<file path="src/rtl/power_meter_gen.sv">
// power_meter_gen: live 0..max ping-pong power meter; a stop edge latches pow_lvl, which is offered with valid/ack.
// Latency: stop edge -> pow_valid 1 cycle; pow_ack -> pow_valid low 1 cycle.
// Backpressure: pow_lvl/pow_valid hold until pow_ack. Optional POWER_TIMEOUT_EN forces a gutter after MAX_SWEEPS.
module power_meter_gen #(
    parameter int LVL_W      = 3,
    parameter int TICK_DIV   = 12500000,
    parameter int MAX_SWEEPS = 3
) (
    input  logic             CLOCK_50,
    input  logic             reset,
    input  logic             start,
    input  logic             stop,
    input  logic             pow_ack,
    output logic [LVL_W-1:0] meter_lvl,
    output logic [LVL_W-1:0] pow_lvl,
    output logic             pow_valid,
    output logic             busy
);

    localparam int CNT_W = (TICK_DIV > 1) ? $clog2(TICK_DIV) : 1;
    localparam logic [CNT_W-1:0] CNT_TOP = CNT_W'(TICK_DIV - 1);
    localparam logic [LVL_W-1:0] LVL_MAX = '1;

    if (TICK_DIV < 1 || MAX_SWEEPS < 1) begin : g_param_check
        $error("power_meter_gen: TICK_DIV and MAX_SWEEPS must be >= 1");
    end

    typedef enum logic [1:0] {
        IDLE,
        SWEEP_UP,
        SWEEP_DOWN,
        HOLD
    } state_t;

    state_t           state_q, state_d;
    logic [CNT_W-1:0] cnt_q, cnt_d;
    logic [LVL_W-1:0] meter_q, meter_d;
    logic [LVL_W-1:0] pow_lvl_q, pow_lvl_d;
    logic             pow_valid_q, pow_valid_d;
    logic             busy_q, busy_d;
    logic             stop_q, stop_d;
    logic             stop_edge;
    logic [LVL_W-1:0] meter_nxt;

`ifdef POWER_TIMEOUT_EN
    localparam int SW_W = $clog2(MAX_SWEEPS + 1);
    logic [SW_W-1:0] sweep_q, sweep_d;
`endif

    always_comb begin
        state_d     = state_q;
        cnt_d       = cnt_q;
        meter_d     = meter_q;
        pow_lvl_d   = pow_lvl_q;
        pow_valid_d = pow_valid_q;
        stop_d      = stop;
        stop_edge   = stop & ~stop_q;
        meter_nxt   = meter_q;
`ifdef POWER_TIMEOUT_EN
        sweep_d     = sweep_q;
`endif
        case (state_q)
            IDLE: begin
                if (start) begin
                    state_d = SWEEP_UP;
                    meter_d = '0;
                    cnt_d   = '0;
`ifdef POWER_TIMEOUT_EN
                    sweep_d = '0;
`endif
                end
            end
            SWEEP_UP, SWEEP_DOWN: begin
                if (stop_edge) begin
                    // Latch the value shown before any step in this same cycle.
                    pow_lvl_d   = meter_q;
                    pow_valid_d = 1'b1;
                    state_d     = HOLD;
                    cnt_d       = '0;
                end else if (cnt_q == CNT_TOP) begin
                    cnt_d = '0;
                    if (state_q == SWEEP_UP) begin
                        meter_nxt = (meter_q == LVL_MAX) ? meter_q : meter_q + 1'b1;
                        meter_d   = meter_nxt;
                        if (meter_nxt == LVL_MAX) state_d = SWEEP_DOWN;
                    end else begin
                        meter_nxt = (meter_q == '0) ? meter_q : meter_q - 1'b1;
                        meter_d   = meter_nxt;
                        if (meter_nxt == '0) begin
                            state_d = SWEEP_UP;
`ifdef POWER_TIMEOUT_EN
                            sweep_d = sweep_q + 1'b1;
                            if (sweep_d == SW_W'(MAX_SWEEPS)) begin
                                state_d     = HOLD;
                                pow_lvl_d   = '0;
                                pow_valid_d = 1'b1;
                            end
`endif
                        end
                    end
                end else begin
                    cnt_d = cnt_q + 1'b1;
                end
            end
            HOLD: begin
                if (pow_ack) begin
                    state_d     = IDLE;
                    pow_valid_d = 1'b0;
                end
            end
            default: state_d = IDLE;
        endcase
        busy_d = (state_d != IDLE);
    end

    always_ff @(posedge CLOCK_50) begin
        if (reset) begin
            state_q     <= IDLE;
            cnt_q       <= '0;
            meter_q     <= '0;
            pow_lvl_q   <= '0;
            pow_valid_q <= 1'b0;
            busy_q      <= 1'b0;
            stop_q      <= 1'b0;
`ifdef POWER_TIMEOUT_EN
            sweep_q     <= '0;
`endif
        end else begin
            state_q     <= state_d;
            cnt_q       <= cnt_d;
            meter_q     <= meter_d;
            pow_lvl_q   <= pow_lvl_d;
            pow_valid_q <= pow_valid_d;
            busy_q      <= busy_d;
            stop_q      <= stop_d;
`ifdef POWER_TIMEOUT_EN
            sweep_q     <= sweep_d;
`endif
        end
    end

    assign meter_lvl = meter_q;
    assign pow_lvl   = pow_lvl_q;
    assign pow_valid = pow_valid_q;
    assign busy      = busy_q;

endmodule
</file>
<file path="config.mk">
export PLATFORM = sky130hd
export DESIGN_NAME = power_meter_gen
export DESIGN_NICKNAME = d
export VERILOG_FILES = /design/src/rtl/power_meter_gen.sv
export SDC_FILE = /design/constraint.sdc
export NUM_CORES = 1
export LEC_CHECK = 0
export ABC_AREA = 1
export CAP_MARGIN = 15
export CORE_MARGIN = 4
export CORE_UTILIZATION = 59
export DETAILED_ROUTE_END_ITERATION = 6
export PLACE_DENSITY = 0.82
export SLEW_MARGIN = 5
export SYNTH_ARGS = -nofsm -noshare
export SYNTH_HDL_FRONTEND = slang
export SYNTH_SLANG_ARGS = --single-unit
</file>
<file path="constraint.sdc">
create_clock -name CLOCK_50 -period 2.59 [get_ports CLOCK_50]
set_input_delay 0.6475 -clock CLOCK_50 [delete_from_list [all_inputs] [get_ports CLOCK_50]]
set_output_delay 0.6475 -clock CLOCK_50 [all_outputs]
set_load 0.05 [all_outputs]
</file>
==> qor.yml, run 1 <==
run_status:
  status: "finished clean"
worst_setup_path:
  data_arrival_time_of_the_critical_path_ps: 1580
  critical_path.cell_chain: "clkdlybuf4s50_1"
  timing.critical_path.required_ps: 1940
  worst_r2r_startpoint: "state_q[0]"
  criticalPathCategory: "flip-flop to output port"
  endpoint_kind: "output port"
  setup.worst_path.start_class: "flip-flop"
  setup.worst_path.start: "meter_lvl[2]"
  crit_buf_inv: 1
  worstPathMaxFanout: 5
  worst_path_max_delay_cell: "sky130_fd_sc_hd__clkdlybuf4s50_1"
  timing.critical_path.max_delay_family: "buffers and inverters"
  biggest_cell_delay_along_the_critical_path_ps: 840
clocking:
  post-cts-setup-buffers: 0
  tritoncts_clock_tree: "built"
  cts.root.buffer_cell: "sky130_fd_sc_hd__clkbuf_4"
  worst_setup_hold_path_clk_slew_ps: 120
  clk_latency_ps: 350
  cts_max_level: 2
  cts.sink_count: 35
  ctsLongestPathBuffers: 2
  postCtsHoldBufs: 0
  post_cts_resized: 0
  cts_inserted_buffers: 5
die:
  initial_core_util_pct: 61.87
  num_io_pins: 13
  fp.dieArea_um2: 4541
  floorplan.core_area_um2: 3363
  fp.dieH_um: 67.39
  core.rowCount: 21
  dieWidth_um: 67.39
synthesis:
  syn-cell-area_um2: 2081
  yosys_reg_bits: 35
  ys.warnings.count: 0
  syn_area_per_cell_um2: 7.077
  synthesis.nets: 306
  sequential_element_share_of_the_synthesized_area_pct: 33.67
  synth.distinct_cells: 39
  syn_inst: 294
power_and_ir_drop:
  static-leakage-power_nw: 0.9331
  max-vdd-ir-drop_v: 0.0004630
  pwr_density_cell_nw_per_um2: 558.6
grt:
  gr-usage-met2_pct: 32.52
  grt_pass1_vias: 1670
  gr-usage-met1_pct: 29.26
  largest_net_degree_at_the_start_of_global_routing: 19
  number_of_antenna_violations_at_the_first_check_in_global_routing: 0
  gr-total-overflow: 0
  grt.busiest_layer: "met2"
  global_route_wire_length_before_repair_um: 7300
  gr-usage-all-layers_pct: 21.10
  globalRouteMet3Util_pct: 3.993
sta:
  slew_headroom_pct: 65.93
  fmax_mhz: 449.4
  worst_tran_pin_value_ps: 509.5
  setup_repair_after_global_routing_missed_its_margin: "no"
  layout_worst_path_cycle_share_pct: 85.91
  timing.setup.tns_ps: 0
  final-setup-viol-count: 0
  finalWorstSetupSlack_ps: 364.9
  report.final.slew_viol_count: 0
  post-route-min-period_ps: 2225
  report.final.hold_viol_count: 0
  finClkSkew_ps: 22.96
final_layout:
  final_common_cell: "sky130_fd_sc_hd__nand2_1"
  fillerInstances: 333
  layout-area-overhead-vs-synth_pct: 10.52
  num_antenna_cells: 0
  final_cell_mix: "sky130_fd_sc_hd__nand2_1 (59), sky130_fd_sc_hd__inv_1 (40), sky130_fd_sc_hd__nor2_1 (39)"
  nets: 324
  layout-drive-gt1-share_pct: 14.38
placed_design:
  finalWeightedCongestion: 0.8894
  pre_cts_slack_ps: 243.1
  place.port_buffers: 12
  detailedPlacementHpwl_um: 3239
detailed_routing:
  drt_drc_violations_left: 0
  vias: 1887
  final_antenna_net_count: 0
  route.final.wire_length_um: 4260
  first_pass_iters: 4
  detail_route.vias_per_cell: 5.256
  avgRoutedWirePerCell_um: 11.87
  drt_first_iter_violations: 153
worst_hold_path:
  min-delay-start: "cnt_q[13]"
  min-delay-path-class: "flip-flop to flip-flop"
run:
  maxCapViolations: 0
## worst paths after layout
| check | end | slack (ps) | cells after the start |
|---|---|---|---|
| hold / removal | cnt_q[13] | 490 | 2 |
| setup / recovery | meter_lvl[2] | 360 | 1 |
| hold reg to reg | cnt_q[13] | 490 | 2 |
| setup reg to reg | cnt_q[15] | 500 | 8 |
## state kept, by name, summed over array words and instances (netlist names)
name,flops
busy,1
cnt_q,24
meter_lvl,3
pow_lvl,3
pow_valid,1
state_q,2
stop_q,1
## kinds of logic (layout without fill, tap and decap cells)
| logic type | Yosys count | after routing | share of synthesized area (%) |
|---|---|---|---|
| DFF | 35 | 35 | 33.67 |
| buffers and inverters | 48 | 67 | 9.320 |
| xor gates and xnor gates | 4 | 4 | 1.684 |
| and+or+nand+nor | 156 | 156 | 38.30 |
| AOI/OAI and AO/OA | 44 | 44 | 12.81 |
| adders and majority gates | 7 | 7 | 4.209 |
## where the power goes
part / internal (W) / switching, W
clock network: 0.000101 / 0.000187
registers: 0.000566 / 0.0000216
logic: 0.000129 / 0.000281
## through the flow
step / area, um^2 / total power (W) / std cells / hold WS, ps / util [%]
2_1_floorplan: 2081 / 0.0009137 / 294 / 442.4 / -
3_3_place_gp: 2247 / 0.0009998 / 351 / 466.0 / 66.82
3_5_place_dp: 2247 / 0.001006 / 351 / 471.5 / 66.82
4_1_cts: 2300 / 0.001291 / 359 / 490.3 / 68.38
5_1_grt: 2300 / 0.001366 / 359 / 523.0 / 68.38
6_report: 2300 / 0.001285 / 359 / 486.2 / 68.38
## layout make-up
class	count	area (um^2)	share of cell area [%]
inverter	46	175.2	7.617
tap	46	57.56	2.503
clock inverter	3	15.01	0.6529
multi-input combinational	211	1186	51.58
timing repair buffer	13	127.6	5.549
clock buffer	5	37.54	1.632
sequential	35	700.7	30.47
## worst min-delay path, stage by stage (launching register included)
cell,delay [ps]
sky130_fd_sc_hd__dfxtp_1,340
sky130_fd_sc_hd__inv_1,50
sky130_fd_sc_hd__a211oi_1,50
## cell usage after synthesis (all sizes together)
master  number  area (um^2)
buf          1        15.01
nand2       68        306.5
nor3b        2        15.01
a221oi       1        8.760
a211oi       3        22.52
nand4        5        31.28
xor2         4        35.03
o31ai        1        7.510
nor4         2        12.51
o21ai       12        75.07
o22ai        1        6.260
nand3b       1        7.510
dfxtp       35        700.7
ha           7        87.58
a311oi       1        8.760
clkbuf       1        3.750
inv         46        175.2
o211ai       2        15.01
a31oi        1        6.260
nand3       15        85.08
nor3        13        95.09
or2          1        6.260
nor2        49        237.7
o21bai       1        7.510
a21oi       21        108.9
## routing by layer
| metal | share of wire, % | vias to the layer above | wire length [um] |
|---|---|---|---|
| met4 | 2.1 | 0 | 90 |
| met2 | 45 | 39 | 1918 |
| li1 | - | 989 | - |
| met3 | 4.4 | 11 | 186 |
| met5 | 0 | - | 0 |
| met1 | 48 | 848 | 2064 |
Power figures use the tool's default switching activity.
==> inputs of run 2 (changes only) <==
--- a/config.mk
+++ b/config.mk
@@ -7,8 +7,10 @@
 export LEC_CHECK = 0
 export ABC_AREA = 1
 export CAP_MARGIN = 15
+export CELL_PAD_IN_SITES_DETAIL_PLACEMENT = 0
+export CELL_PAD_IN_SITES_GLOBAL_PLACEMENT = 1
 export CORE_MARGIN = 4
-export CORE_UTILIZATION = 59
+export CORE_UTILIZATION = 43
 export DETAILED_ROUTE_END_ITERATION = 6
 export PLACE_DENSITY = 0.82
 export SLEW_MARGIN = 5
==> qor.yml, run 2 (synthesis gave the netlist of run 1 again) <==
run_status:
  status: "finished clean"
detailed_routing:
  first_pass_iters: 4  # unchanged
  avgRoutedWirePerCell_um: 12.34  # +4.0%
  drt_first_iter_violations: 80  # -48%
  detail_route.vias_per_cell: 5.054  # -3.8%
  route.final.wire_length_um: 4541  # +6.6%
  drt_drc_violations_left: 0  # unchanged
  vias: 1860  # -1.4%
  final_antenna_net_count: 0  # unchanged
worst_setup_path:
  timing.critical_path.required_ps: 1940  # about the same
  data_arrival_time_of_the_critical_path_ps: 1510  # -70 ps
  worst_path_max_delay_cell: "sky130_fd_sc_hd__clkdlybuf4s50_1"
  endpoint_kind: "output port"
  setup.worst_path.start: "meter_lvl[2]"
  setup.worst_path.start_class: "flip-flop"
  critical_path.cell_chain: "clkdlybuf4s50_1"
  crit_buf_inv: 1  # unchanged
  biggest_cell_delay_along_the_critical_path_ps: 830  # about the same
  worstPathMaxFanout: 5  # unchanged
  timing.critical_path.max_delay_family: "buffers and inverters"
  criticalPathCategory: "flip-flop to output port"
  worst_r2r_startpoint: "state_q[0]"
die:
  dieWidth_um: 77.56  # +15%
  num_io_pins: 13  # unchanged
  floorplan.core_area_um2: 4692  # +40%
  fp.dieArea_um2: 6016  # +32%
  fp.dieH_um: 77.56  # +15%
  core.rowCount: 25  # +19%
  initial_core_util_pct: 44.35  # -18 points
power_and_ir_drop:
  max-vdd-ir-drop_v: 0.0003991  # -14%
  static-leakage-power_nw: 0.9552  # +2.4%
  p_int_w: 0.0009390  # +18%
  share_of_power_burned_in_registers_pct: 40.9  # -4.8 points
  power.switching_fraction_pct: 34.60  # -3.5 points
  power.clock.fraction_pct: 30.5  # +8.1 points
  pwr_density_cell_nw_per_um2: 607.2  # +8.7%
  p_comb_share_pct: 28.6  # -3.3 points
  switching_power_w: 0.0004969  # +1.5%
sta:
  worst_tran_pin_value_ps: 504.7  # -4.785 ps
  final-setup-viol-count: 0  # unchanged
  post-route-min-period_ps: 2155  # -69.88 ps
  report.final.slew_viol_count: 0  # unchanged
  slew_headroom_pct: 66.25  # +0.32 points
  layout_worst_path_cycle_share_pct: 83.21  # -2.7 points
  report.final.hold_viol_count: 0  # unchanged
  finClkSkew_ps: 5.196  # -17.77 ps
  setup_repair_after_global_routing_missed_its_margin: "no"
  timing.setup.tns_ps: 0  # unchanged
  fmax_mhz: 464.0  # +3.2%
placed_design:
  place.port_buffers: 12  # unchanged
  post-place-cells: 360  # +2.6%
  detailedPlacementHpwl_um: 3429  # +5.9%
  finalWeightedCongestion: 0.8089  # -9.1%
final_layout:
  layout-area-overhead-vs-synth_pct: 13.65
  nets: 325  # +0.31%
  fin_cells: 368  # +2.5%
  multi_input_logic_area_um2: 1186  # unchanged
  largest-register: "cnt_q"
  register_area_um2: 700.7  # unchanged
  layout-drive-gt1-share_pct: 14.33  # -0.046 points
  final_common_cell: "sky130_fd_sc_hd__nand2_1"
  fillerInstances: 517  # +55%
  num_antenna_cells: 0  # unchanged
  final_cell_mix: "sky130_fd_sc_hd__nand2_1 (59), sky130_fd_sc_hd__inv_1 (40), sky130_fd_sc_hd__nor2_1 (39)"
  largest_reg_flops: 24  # unchanged
clocking:
  cts.sink_count: 35  # unchanged
  worst_setup_hold_path_clk_slew_ps: 70  # -50 ps
  cts.root.buffer_cell: "sky130_fd_sc_hd__clkbuf_8"
  tritoncts_clock_tree: "built"
  post-cts-setup-buffers: 0  # unchanged
  postCtsHoldBufs: 0  # unchanged
  cts_inserted_buffers: 5  # unchanged
  cts_max_level: 2  # unchanged
  post_cts_resized: 0  # unchanged
  clk_latency_ps: 290  # -60 ps
  ctsLongestPathBuffers: 2  # unchanged
grt:
  global_route_wire_length_before_repair_um: 8142  # +12%
  gr-total-overflow: 0  # unchanged
  gr-usage-all-layers_pct: 16.73  # -4.4 points
  largest_net_degree_at_the_start_of_global_routing: 19  # unchanged
  number_of_antenna_violations_at_the_first_check_in_global_routing: 0  # unchanged
  grt_pass1_vias: 1872  # +12%
worst_hold_path:
  min-delay-start: "cnt_q[13]"
  min-delay-path-class: "flip-flop to flip-flop"
run:
  maxCapViolations: 0  # unchanged
run 2: worst paths after layout:
path | to | slack [ps] | cells past startpoint
setup / recovery | meter_lvl[2] | 430 | 1
hold / removal | cnt_q[13] | 480 | 2
setup reg to reg | cnt_q[17] | 480 | 10
hold reg to reg | cnt_q[13] | 480 | 2
run 2: metrics by stage:
| step | setup WS, ps | total power, W | hold slack [ps] | cell area, um^2 | utilization, % |
|---|---|---|---|---|---|
| after floorplan | 643.2 | 0.0009137 | 442.4 | 2081 | - |
| after global placement | 261.2 | 0.001013 | 469.8 | 2265 | 48.27 |
| after detailed placement | 263.0 | 0.001013 | 475.7 | 2265 | 48.27 |
| after CTS | 415.8 | 0.001454 | 485.4 | 2365 | 50.40 |
| after global routing | 324.0 | 0.001529 | 508.1 | 2365 | 50.40 |
| final | 434.8 | 0.001436 | 480.5 | 2365 | 50.40 |
run 2: layer usage:
| layer | global-route usage [%] | vias up | share of wire, % |
|---|---|---|---|
| li1 | - | 985 | - |
| met1 | 19.18 | 845 | 46 |
| met2 | 30.22 | 23 | 50 |
| met3 | 3.480 | 7 | 2.9 |
| met4 | 6.406 | 0 | 1.4 |
| met5 | 0 | - | 0 |
run 2: cell type report:
cell class              instances  area share [%]
repair buffers                 14           5.714
multi-input cells             211           50.16
clock buffers                   8           4.233
flip-flops and latches         35           29.63
well taps                      54           2.857
inverters                      46           7.407
run 2: power groups by stage:
stage          Combinational, W  Clock, W  Sequential [W]
6_report               0.000411  0.000437        0.000587
5_1_grt                0.000461  0.000477        0.000591
4_1_cts                0.000415  0.000452        0.000587
3_5_place_dp           0.000414         0        0.000599
3_3_place_gp           0.000413         0        0.000600
2_1_floorplan          0.000254         0        0.000660
==> inputs of run 3 (changes only) <==
==> constraint.sdc (replaced) <==
create_clock -name CLOCK_50 -period 2 [get_ports CLOCK_50]
set_input_delay 0.5 -clock CLOCK_50 [delete_from_list [all_inputs] [get_ports CLOCK_50]]
set_output_delay 0.5 -clock CLOCK_50 [all_outputs]
set_load 0.05 [all_outputs]
==> qor.yml, run 3 (synthesis gave the netlist of run 1 again) <==
final_layout:
  layout-drive-gt1-share_pct: 19.64  # +5.3 points
  final_cell_mix: "sky130_fd_sc_hd__nand2_1 (59), sky130_fd_sc_hd__inv_1 (40), sky130_fd_sc_hd__nor2_1 (39)"
  final_common_cell: "sky130_fd_sc_hd__nand2_1"
  num_antenna_cells: 0  # unchanged
  final_core_util_pct: 52.96  # +2.6 points
  largest_reg_flops: 24  # unchanged
  layout-area-overhead-vs-synth_pct: 19.42
  nets: 342  # +5.2%
  largest-register: "cnt_q"
worst_setup_path:
  setup.worst_path.start: "pow_lvl[0]"
  data_arrival_time_of_the_critical_path_ps: 1420  # -90 ps
  worst_r2r_path_depth: 9  # -1
  cp-endpoint: "pow_lvl[0]"
  worst_r2r_startpoint: "state_q[1]"
  total_number_of_cells_along_the_worst_setup_path: 1  # unchanged
  worstPathMaxFanout: 2  # -3
  timing.critical_path.required_ps: 1500  # -440 ps
  crit_buf_inv: 1  # unchanged
  crit-reg2reg-capture: "cnt_q[15]"
  timing.critical_path.max_delay_family: "buffers and inverters"
  setup.worst_path.start_class: "flip-flop"
  biggest_cell_delay_along_the_critical_path_ps: 800  # -30 ps
  regToRegSetupSlack_ps: 140  # -340 ps
  worst_path_max_delay_cell: "sky130_fd_sc_hd__clkdlybuf4s50_1"
  criticalPathCategory: "flip-flop to output port"
  endpoint_kind: "output port"
  critical_path.cell_chain: "clkdlybuf4s50_1"
die:
  fp.dieH_um: 77.56  # unchanged
  initial_core_util_pct: 44.35  # unchanged
  floorplan.core_area_um2: 4692  # unchanged
  fp.dieArea_um2: 6016  # unchanged
  core.rowCount: 25  # unchanged
  num_io_pins: 13  # unchanged
  dieWidth_um: 77.56  # unchanged
power_and_ir_drop:
  max-vdd-ir-drop_v: 0.0005244  # +31%
  static-leakage-power_nw: 1.045  # +9.4%
  pwr_density_cell_nw_per_um2: 759.4  # +25%
  power.total_w: 0.001887  # +31%
grt:
  number_of_antenna_violations_at_the_first_check_in_global_routing: 0  # unchanged
  gr-total-overflow: 0  # unchanged
  gr-usage-all-layers_pct: 16.08  # -0.65 points
  global_route_wire_length_before_repair_um: 7748  # -4.8%
  largest_net_degree_at_the_start_of_global_routing: 18  # -1
  grt_pass1_vias: 1782  # -4.8%
sta:
  layout_worst_path_cycle_share_pct: 95.86
  finalHoldWorstSlack_ps: 494.5  # +14.06 ps
  slew_headroom_pct: 66.64  # +0.39 points
  post-route-min-period_ps: 1917
  worst_tran_pin_value_ps: 498.8  # -5.878 ps
  setup_repair_after_global_routing_missed_its_margin: "no"
  fmax_mhz: 521.6
  report.final.slew_viol_count: 0  # unchanged
  final-setup-viol-count: 0  # unchanged
  report.final.hold_viol_count: 0  # unchanged
  finClkSkew_ps: 4.717  # -0.4794 ps
clocking:
  worst_setup_hold_path_clk_slew_ps: 70  # about the same
  ctsLongestPathBuffers: 2  # unchanged
  cts_inserted_buffers: 5  # unchanged
  tritoncts_clock_tree: "built"
  post-cts-setup-buffers: 0  # unchanged
  postCtsHoldBufs: 0  # unchanged
  cts_max_level: 2  # unchanged
  clk_latency_ps: 280  # about the same
  post_cts_resized: 0  # unchanged
  cts.sink_count: 35  # unchanged
  cts.root.buffer_cell: "sky130_fd_sc_hd__clkbuf_8"
detailed_routing:
  route.final.wire_length_um: 4507  # -0.75%
  avgRoutedWirePerCell_um: 11.71  # -5.1%
  vias: 1908  # +2.6%
  drt_drc_violations_left: 0  # unchanged
  drt_first_iter_violations: 55  # -31%
  detail_route.vias_per_cell: 4.956  # -1.9%
  first_pass_iters: 4  # unchanged
  final_antenna_net_count: 0  # unchanged
placed_design:
  finalWeightedCongestion: 0.8272  # +2.3%
  place.port_buffers: 12  # unchanged
  detailedPlacementHpwl_um: 3571  # +4.1%
run:
  maxCapViolations: 0  # unchanged
worst_hold_path:
  min-delay-path-class: "flip-flop to flip-flop"
  min-delay-start: "cnt_q[13]"
run_status:
  status: "finished clean"
-- run 3: cell count changes in the layout (fill, tap and decap cells not counted), sizes merged --
| cell | delta |
|---|---|
| clkdlybuf4s50 | -3 |
| buf | +20 |
-- run 3: cell type report --
| type | count | area, um^2 |
|---|---|---|
| Fill cell | 470 | 2207 |
| Multi-Input combinational cell | 211 | 1186 |
| Sequential cell | 35 | 700.7 |
| Timing Repair Buffer | 31 | 255.2 |
| Inverter | 46 | 175.2 |
| Clock buffer | 8 | 100.1 |
| Tap cell | 54 | 67.56 |
-- run 3: metrics by stage --
step	instances	TNS, ps	setup slack [ps]	instance area [um^2]
floorplan	294	0	53.17	2081
global placement	377	-59.17	-24.45	2385
detailed placement	377	-237.6	-46.58	2385
CTS	385	0	64.47	2485
global route	385	0	15.47	2485
finish	385	0	82.85	2485
-- run 3: layer usage --
metal,up-vias,global-route usage [%],wire (um)
li1,1023,-,-
met1,862,18.63,2036
met2,18,29.27,2291
met3,5,2.900,121
met4,0,5.872,57
met5,-,0,0
-- run 3: power breakdown --
part	total, W	switching (W)	internal [W]
Sequential	0.000759	0.0000262	0.000733
Combinational	0.000569	0.000366	0.000203
Clock	0.000559	0.000245	0.000314
-- run 3: worst min path at each step --
stage           endpoint  slack, ps  cells past startpoint
2_1_floorplan  cnt_q[13]        440                      2
3_3_place_gp   cnt_q[13]        480                      2
3_5_place_dp   cnt_q[13]        480                      2
4_1_cts        cnt_q[13]        490                      2
5_1_grt        cnt_q[13]        530                      2
6_report       cnt_q[13]        490                      2
-- run 3: tightest hold or removal path: stages (launching register included) --
cell and delay (ps):
sky130_fd_sc_hd__dfxtp_1 330, sky130_fd_sc_hd__inv_1 60, sky130_fd_sc_hd__a211oi_1 50
